<file path="src/rtl/sme_pkg.sv">
// Shared constants and types for the SME loader: character codes, input
// type codes, default buffer depths and the loader state encoding.
package sme_pkg;

  localparam logic [7:0] CH_HAT    = 8'h5E;
  localparam logic [7:0] CH_DOT    = 8'h2E;
  localparam logic [7:0] CH_DOLLAR = 8'h24;
  localparam logic [7:0] CH_SPACE  = 8'h20;

  localparam logic [1:0] TYPE_STR = 2'b00;
  localparam logic [1:0] TYPE_PAT = 2'b01;
  localparam logic [1:0] TYPE_EOS = 2'b10;
  localparam logic [1:0] TYPE_RSV = 2'b11;

  localparam int STR_MAX_DEF = 32;
  localparam int PAT_MAX_DEF = 8;

  typedef enum logic [2:0] {IDLE, SEND_STR, SEND_PAT, WAIT, DONE} state_e;

endpackage

</file>
<file path="src/rtl/sme_byte_buf.sv">
// DEPTH x 8 register buffer filled from index 0. clr_i restarts the record
// and may coincide with the first write. Writes past DEPTH are dropped and
// flagged on ovf_o in the same cycle. Contents are readable by index and as
// a flat vector for whole-buffer copies.
module sme_byte_buf #(
  parameter  int DEPTH = 8,
  localparam int LW    = $clog2(DEPTH + 1),
  localparam int AW    = (DEPTH > 1) ? $clog2(DEPTH) : 1
) (
  input  logic               clk_i,
  input  logic               rst_ni,
  input  logic               clr_i,
  input  logic               we_i,
  input  logic [7:0]         wdata_i,
  input  logic [AW-1:0]      raddr_i,
  output logic [7:0]         rdata_o,
  output logic [LW-1:0]      len_o,
  output logic               ovf_o,
  output logic [DEPTH*8-1:0] mem_o
);

  logic [7:0]    mem_q [DEPTH];
  logic [LW-1:0] len_q, len_d, wptr;
  logic          wr;

  // Write pointer restarts on clr; a full buffer turns the write into a drop.
  always_comb begin
    wptr  = clr_i ? '0 : len_q;
    ovf_o = we_i && (wptr == LW'(DEPTH));
    wr    = we_i && !ovf_o;
    len_d = wr ? wptr + 1'b1 : wptr;
  end

  // Fill level is control state and clears on reset.
  always_ff @(posedge clk_i or negedge rst_ni) begin
    if (!rst_ni) len_q <= '0;
    else         len_q <= len_d;
  end

  // Byte storage; contents are meaningless beyond len_q so no reset.
  always_ff @(posedge clk_i) begin
    if (wr) mem_q[wptr[AW-1:0]] <= wdata_i;
  end

  // Flatten storage for parallel copy.
  always_comb begin
    for (int i = 0; i < DEPTH; i++) mem_o[i*8 +: 8] = mem_q[i];
  end

  assign rdata_o = mem_q[raddr_i];
  assign len_o   = len_q;

endmodule

</file>
<file path="src/rtl/sme_loader.sv">
// Upstream feeder for the string-matching engine. Buffers one string and
// one pattern from a tagged valid/ready byte stream, replays them as
// contiguous isstring/ispattern bursts, then waits for the SME result pulse.
// Optional build macro SME_LOADER_TIMEOUT_EN adds a WAIT-state watchdog.
module sme_loader
  import sme_pkg::*;
#(
  parameter int STR_MAX = STR_MAX_DEF,
  parameter int PAT_MAX = PAT_MAX_DEF,
  parameter int TIMEOUT = 64
) (
  input  logic       clk,
  input  logic       reset,
  input  logic [7:0] in_data,
  input  logic [1:0] in_type,
  input  logic       in_last,
  input  logic       in_valid,
  output logic       in_ready,
  output logic [7:0] chardata,
  output logic       isstring,
  output logic       ispattern,
  input  logic       sme_valid,
  output logic       busy,
  output logic [7:0] pat_cnt,
  output logic       err
);

  localparam int SLW  = $clog2(STR_MAX + 1);
  localparam int SAW  = $clog2(STR_MAX);
  localparam int PLW  = $clog2(PAT_MAX + 1);
  localparam int PAW  = $clog2(PAT_MAX);
  localparam int IMAX = (STR_MAX > PAT_MAX) ? STR_MAX : PAT_MAX;
  localparam int IW   = $clog2(IMAX + 1);

  state_e           state_q, state_d;
  logic [IW-1:0]    idx_q, idx_d;
  logic             str_valid_q, str_valid_d, str_sent_q, str_sent_d;
  logic             pat_full_q, pat_full_d;
  logic             str_first_q, str_first_d, pat_first_q, pat_first_d;
  logic             err_q, err_d;
  logic [7:0]       pat_cnt_q, pat_cnt_d, chardata_q, chardata_d;
  logic             isstring_q, isstring_d, ispattern_q, ispattern_d;
  logic [7:0]       iss_q [PAT_MAX];
  logic [PLW-1:0]   iss_len_q;
  logic             go_pat, acc, acc_str, acc_pat, acc_eos;
  logic [7:0]       str_rdata, pat_rdata;
  logic [SLW-1:0]   str_len;
  logic [PLW-1:0]   pat_len;
  logic             str_ovf, pat_ovf, pat_we;
  logic [STR_MAX*8-1:0] unused_str_mem;
  logic [PAT_MAX*8-1:0] pat_mem;

  // Ready depends on byte type: strings and EOS only in IDLE, patterns
  // whenever the pattern buffer is free; nothing is taken in DONE or reset.
  always_comb begin
    in_ready = 1'b0;
    if (reset && state_q != DONE) begin
      case (in_type)
        TYPE_STR, TYPE_EOS: in_ready = (state_q == IDLE) && !pat_full_q;
        TYPE_PAT:           in_ready = !pat_full_q;
        default:            in_ready = 1'b1;
      endcase
    end
  end

  assign acc     = in_valid && in_ready;
  assign acc_str = acc && (in_type == TYPE_STR);
  assign acc_pat = acc && (in_type == TYPE_PAT);
  assign acc_eos = acc && (in_type == TYPE_EOS);
  assign pat_we  = acc_pat && str_valid_q;

  sme_byte_buf #(.DEPTH(STR_MAX)) u_str_buf (
    .clk_i(clk), .rst_ni(reset), .clr_i(acc_str && str_first_q), .we_i(acc_str),
    .wdata_i(in_data), .raddr_i(idx_q[SAW-1:0]), .rdata_o(str_rdata),
    .len_o(str_len), .ovf_o(str_ovf), .mem_o(unused_str_mem)
  );

  sme_byte_buf #(.DEPTH(PAT_MAX)) u_pat_buf (
    .clk_i(clk), .rst_ni(reset), .clr_i(pat_we && pat_first_q), .we_i(pat_we),
    .wdata_i(in_data), .raddr_i('0), .rdata_o(pat_rdata),
    .len_o(pat_len), .ovf_o(pat_ovf), .mem_o(pat_mem)
  );

`ifdef SME_LOADER_TIMEOUT_EN
  localparam int TW = $clog2(TIMEOUT + 1);
  logic [TW-1:0] to_q;
  logic          to_hit;
  assign to_hit = (to_q == TW'(TIMEOUT - 1));

  // Counts cycles spent in WAIT; restarts whenever WAIT is left.
  always_ff @(posedge clk or negedge reset) begin
    if (!reset)                to_q <= '0;
    else if (state_q == WAIT)  to_q <= to_q + 1'b1;
    else                       to_q <= '0;
  end
`else
  // TIMEOUT only matters when the WAIT watchdog is built.
  logic unused_timeout;
  assign unused_timeout = (TIMEOUT == 0);
`endif

  // Record bookkeeping, FSM next state and next registered SME outputs.
  always_comb begin
    state_d     = state_q;
    idx_d       = idx_q;
    str_valid_d = str_valid_q;
    str_sent_d  = str_sent_q;
    pat_full_d  = pat_full_q;
    str_first_d = str_first_q;
    pat_first_d = pat_first_q;
    err_d       = err_q;
    pat_cnt_d   = pat_cnt_q;
    chardata_d  = '0;
    isstring_d  = 1'b0;
    ispattern_d = 1'b0;
    go_pat      = 1'b0;

    if (acc_str) begin
      if (str_first_q) begin
        str_valid_d = 1'b0;
        str_sent_d  = 1'b0;
      end
      str_first_d = in_last;
      if (in_last) str_valid_d = 1'b1;
      if (str_ovf) err_d = 1'b1;
    end

    if (acc_pat) begin
      pat_first_d = in_last;
      if (!str_valid_q) begin
        err_d = 1'b1;
      end else begin
        if (pat_ovf) err_d = 1'b1;
        if (in_last) pat_full_d = 1'b1;
      end
    end

    case (state_q)
      IDLE: begin
        if (acc_eos) begin
          state_d = DONE;
        end else if (pat_full_q && str_valid_q) begin
          if (!str_sent_q) begin
            state_d    = SEND_STR;
            isstring_d = 1'b1;
            chardata_d = str_rdata;
            idx_d      = IW'(1);
          end else begin
            go_pat = 1'b1;
          end
        end
      end
      SEND_STR: begin
        if (idx_q < IW'(str_len)) begin
          isstring_d = 1'b1;
          chardata_d = str_rdata;
          idx_d      = idx_q + 1'b1;
        end else begin
          str_sent_d = 1'b1;
          go_pat     = 1'b1;
        end
      end
      SEND_PAT: begin
        if (idx_q < IW'(iss_len_q)) begin
          ispattern_d = 1'b1;
          chardata_d  = iss_q[idx_q[PAW-1:0]];
          idx_d       = idx_q + 1'b1;
        end else begin
          state_d = WAIT;
          idx_d   = '0;
        end
      end
      WAIT: begin
        if (sme_valid) begin
          pat_cnt_d = pat_cnt_q + 1'b1;
          state_d   = IDLE;
        end
`ifdef SME_LOADER_TIMEOUT_EN
        else if (to_hit) begin
          err_d   = 1'b1;
          state_d = IDLE;
        end
`endif
      end
      DONE:    state_d = DONE;
      default: state_d = IDLE;
    endcase

    // Entering SEND_PAT: first byte straight from the pattern buffer while
    // the rest is copied, freeing the buffer for the next pattern.
    if (go_pat) begin
      state_d     = SEND_PAT;
      ispattern_d = 1'b1;
      chardata_d  = pat_rdata;
      idx_d       = IW'(1);
      pat_full_d  = 1'b0;
    end
  end

  // Control and output registers.
  always_ff @(posedge clk or negedge reset) begin
    if (!reset) begin
      state_q     <= IDLE;
      idx_q       <= '0;
      str_valid_q <= 1'b0;
      str_sent_q  <= 1'b0;
      pat_full_q  <= 1'b0;
      str_first_q <= 1'b1;
      pat_first_q <= 1'b1;
      err_q       <= 1'b0;
      pat_cnt_q   <= '0;
      chardata_q  <= '0;
      isstring_q  <= 1'b0;
      ispattern_q <= 1'b0;
      iss_len_q   <= '0;
    end else begin
      state_q     <= state_d;
      idx_q       <= idx_d;
      str_valid_q <= str_valid_d;
      str_sent_q  <= str_sent_d;
      pat_full_q  <= pat_full_d;
      str_first_q <= str_first_d;
      pat_first_q <= pat_first_d;
      err_q       <= err_d;
      pat_cnt_q   <= pat_cnt_d;
      chardata_q  <= chardata_d;
      isstring_q  <= isstring_d;
      ispattern_q <= ispattern_d;
      if (go_pat) iss_len_q <= pat_len;
    end
  end

  // Issue register: snapshot of the pattern being sent.
  always_ff @(posedge clk) begin
    if (go_pat) begin
      for (int i = 0; i < PAT_MAX; i++) iss_q[i] <= pat_mem[i*8 +: 8];
    end
  end

  assign chardata  = chardata_q;
  assign isstring  = isstring_q;
  assign ispattern = ispattern_q;
  assign pat_cnt   = pat_cnt_q;
  assign err       = err_q;
  assign busy      = (state_q == SEND_STR) || (state_q == SEND_PAT) || (state_q == WAIT);

endmodule

</file>
<file path="config.mk">
export PLATFORM = sky130hd
export DESIGN_NAME = sme_loader
export DESIGN_NICKNAME = d
export VERILOG_FILES = /design/src/rtl/sme_pkg.sv /design/src/rtl/sme_byte_buf.sv /design/src/rtl/sme_loader.sv
export SDC_FILE = /design/constraint.sdc
export NUM_CORES = 1
export LEC_CHECK = 0
export CAP_MARGIN = 10
export CORE_ASPECT_RATIO = 1.5
export CORE_UTILIZATION = 56
export CTS_CLUSTER_DIAMETER = 80
export DETAILED_ROUTE_END_ITERATION = 8
export PLACE_DENSITY = 0.85
export SLEW_MARGIN = 30
export SYNTH_ARGS = -nofsm -noshare
export SYNTH_HDL_FRONTEND = slang
export SYNTH_HIERARCHICAL = 1
export SYNTH_SLANG_ARGS = --single-unit
export TNS_END_PERCENT = 100
</file>
<file path="constraint.sdc">
create_clock -name clk -period 2.95 [get_ports clk]
set_clock_uncertainty 0.1 [all_clocks]
set_input_delay 0.4425 -clock clk [delete_from_list [all_inputs] [get_ports clk]]
set_output_delay 0.4425 -clock clk [all_outputs]
set_load 0.01 [all_outputs]
</file>
==> results.cfg <==
[timing]
fin_setup_tns_ns = 0
final.period_utilization_pct = 97.87
slew_headroom_pct = 41.25
max_freq_mhz = 346.4
finalSetupViolCount = 0
drv_slew = 0
setup_slack_ns = 0.06285
hold_ws_ns = 0.3428
finalHoldViolations = 0
worst_pin_slew_ns = 0.8780
min_period_ns = 2.887

[logic_synthesis]
synth_top_area_share_pct = 66.37
yosys.cell_types.count = 58
synth_edf_count = 384
syn_area_um2 = 17370
async_flop_share_pct = 10.90
syn-instance-count = 863
ys_seq_area_share_pct = 73.16
ys.flop_type = edfxtp_1
synthTopCellsByArea = edfxtp_1 (66%), mux4_2 (13%), dfrtp_1 (6.5%), mux4_1 (2.3%), mux2_2 (1.5%)
ys_warn_count = 6
yosysTopAreaCell = edfxtp_1
syn_area_per_cell_um2 = 20.13
synth_seq_cells = 431

[worst_setup_path]
timing.rr.end = u_str_buf/mem_q[1][4]
crit_fanout = 11
crit_path_start = state_q[1]
reg2reg_depth = 9
crit_required_ns = 3.09
cpMostUsedCell = or3b_2
cp_cell_sequence = or3b_2 > o2111ai_2 > nor4b_4 > nand2_1 > inv_4 > or3b_2 > or2_2 > nor2_1 > buf_6
reg2reg_from = state_q[1]
crit_path_end = u_str_buf/mem_q[1][4]
crit_arrival_ns = 3.03
reg2reg_slack_ns = 0.06
slowest_stage = or3b_2
critical_path.startpoint_type = flip-flop
max_stage_delay_ns = 0.50
criticalPathCategory = flip-flop to flip-flop
end_kind = flip-flop

[detailed_routing]
drc = 0
drt-vias-per-instance = 6.380
vias = 9060
postRouteAntennaNets = 0
drtIter0Drc = 856
first_pass_iters = 5
drt-wirelength-per-cell_um = 27.00
wirelength_um = 38350

[finish]
fin_nets = 1015
n_antenna_cell = 0
drive_above_1_share_pct = 28.82
multi_input_area_um2 = 4392
area_growth_pct = 15.60
finalNonFillerCells = 1420
fillers = 1813
final_common_cell = edfxtp_1
utilization_pct = 66.17
final_cell_mix = edfxtp_1 (384), mux4_2 (97), buf_4 (86), nor2_1 (54), dfrtp_1 (42)
seqCellArea_um2 = 12720

[global_route]
grt_max_degree = 48
grt_overflow_total = 0
grt_usage_pct = 25.12
antenna_found_initial = 0
grt_pass1_wl_um = 57800
grt_pass1_vias = 9340

[floorplanning]
core-area_um2 = 30350
start_util_pct = 57.24
die_w_um = 145.8
core.rowCount = 78
die_area_um2 = 31750
chipHeight_um = 217.7
io_pins = 36

[cts]
clkTransAtPathRegs_ns = 0.07
htree_levels = 2
cts_tree = built
clockRootBuffer = clkbuf_16
clock-sinks = 431
insertion_delay_ns = 0.53
clockBufferDepth = 3
cts_buffers = 38
cts_setup_buffers = 0

[power]
power_density_nw_per_um2 = 772.1
vdd_drop_max_mv = 0.4255
p_leak_uw = 0.006688

[placement]
portBuffers = 35
dp_cells = 1349
gp_congestion = 0.8731
dpl.hpwl_um = 24510
dp_slack_ns = -0.2425

[job]
drv_cap = 0

[hold_path]
hp-class = flip-flop to flip-flop

[outcome]
status = complete, no violations
-- registers in the layout, indices dropped and copies added, names as in the netlist, 3 cells and up --
name and cells:
u_str_buf/mem_q 256, iss_q 64, u_pat_buf/mem_q 64, chardata 8, pat_cnt 8, idx_q 6, u_str_buf/len_o 6, iss_len_q 4
u_pat_buf/len_o 4, state_q 3
-- power by group --
group	leakage, µW	switching [µW]	internal [µW]	total, µW
logic	0.00197	1580	1450	3030
registers	0.00408	257	7160	7420
clock network	0.000641	2120	2940	5060
total	0.00669	3960	11500	15500
-- area by class of cell --
type	instances	share of cell area, %
flip-flops and latches	431	63.33
multi-input cells	376	21.87
repair buffers	129	5.638
clock buffers	48	5.339
well taps	400	2.492
clock inverters	22	1.059
inverters	14	0.2741
-- how the worst min path moves through the flow --
stage / startpoint / cells past startpoint / slack, ns / to
after global routing: u_pat_buf/mem_q[5][6] / 0 / 0.35 / iss_q[5][6]
final: u_pat_buf/mem_q[6][7] / 0 / 0.34 / iss_q[6][7]
after global placement: u_pat_buf/mem_q[3][1] / 0 / 0.32 / iss_q[3][1]
after CTS: u_pat_buf/mem_q[5][6] / 0 / 0.34 / iss_q[5][6]
after floorplan: reset / 0 / 0.05 / chardata[0]
after detailed placement: u_pat_buf/mem_q[2][2] / 0 / 0.33 / iss_q[2][2]
-- worst max-delay path, delay by kind of cell, from the launching register on --
| kind | cells | cell delay, ns |
|---|---|---|
| DFF | 1 | 0.38 |
| and+or+nand+nor | 6 | 1.73 |
| buffers and inverters | 2 | 0.25 |
| AOI/OAI and AO/OA | 1 | 0.11 |
-- cells by family (layout without fill, tap and decap cells) --
| group | count (synthesis) | after routing | share of synthesized area (%) |
|---|---|---|---|
| AOI/OAI and AO/OA | 59 | 59 | 2.629 |
| xor gates and xnor gates | 15 | 15 | 0.7562 |
| adders and majority gates | 10 | 10 | 0.7202 |
| buffers and inverters | 58 | 213 | 1.750 |
| DFF | 431 | 431 | 73.16 |
| muxes | 143 | 143 | 16.80 |
| other | 1 | 3 | 0.02159 |
| and+or+nand+nor | 146 | 146 | 4.170 |
-- synthesized netlist by cell type (all sizes together) (3+ instances only) --
library cell  count
mux2i             8
inv              14
nor3              9
or3b              3
dfrtp            45
mux2             23
a211oi            3
nand3            11
a21o              5
a221o            11
nor3b             5
a22o              3
nand2b            6
xnor2             8
nand4             4
nand3b            3
o21bai            3
ha               10
nor4              4
mux4            112
xor2              7
a21oi            11
and2              3
clkbuf           19
nand2            24
edfxtp          384
nor2             55
buf              25
or2               3
o21ai             5
nor2b             8
-- metrics by stage --
step                      total power (µW)  area (µm²)
final                                15510       20080
after global routing                 15990       20080
after CTS                            15560       20060
after detailed placement             10490       18770
after global placement               10340       18770
after floorplan                       9419       17390
-- routing by layer --
metal  vias up  global-route usage, %  wire, µm
li1       3785                      -         -
met1      4708                  28.77     13310
met4         0                  10.21      1506
met2       461                  47.02     21280
met5         -                      0         0
met3       106                  3.619      2246
-- repair_timing --
action                                  in CTS  in global routing
gates resized for setup                      1                  7
hold endpoints to repair                    45                  0
hold buffers                                 1                  0
endpoints found under the setup margin      77                103
(Power assumes the default switching activity.)
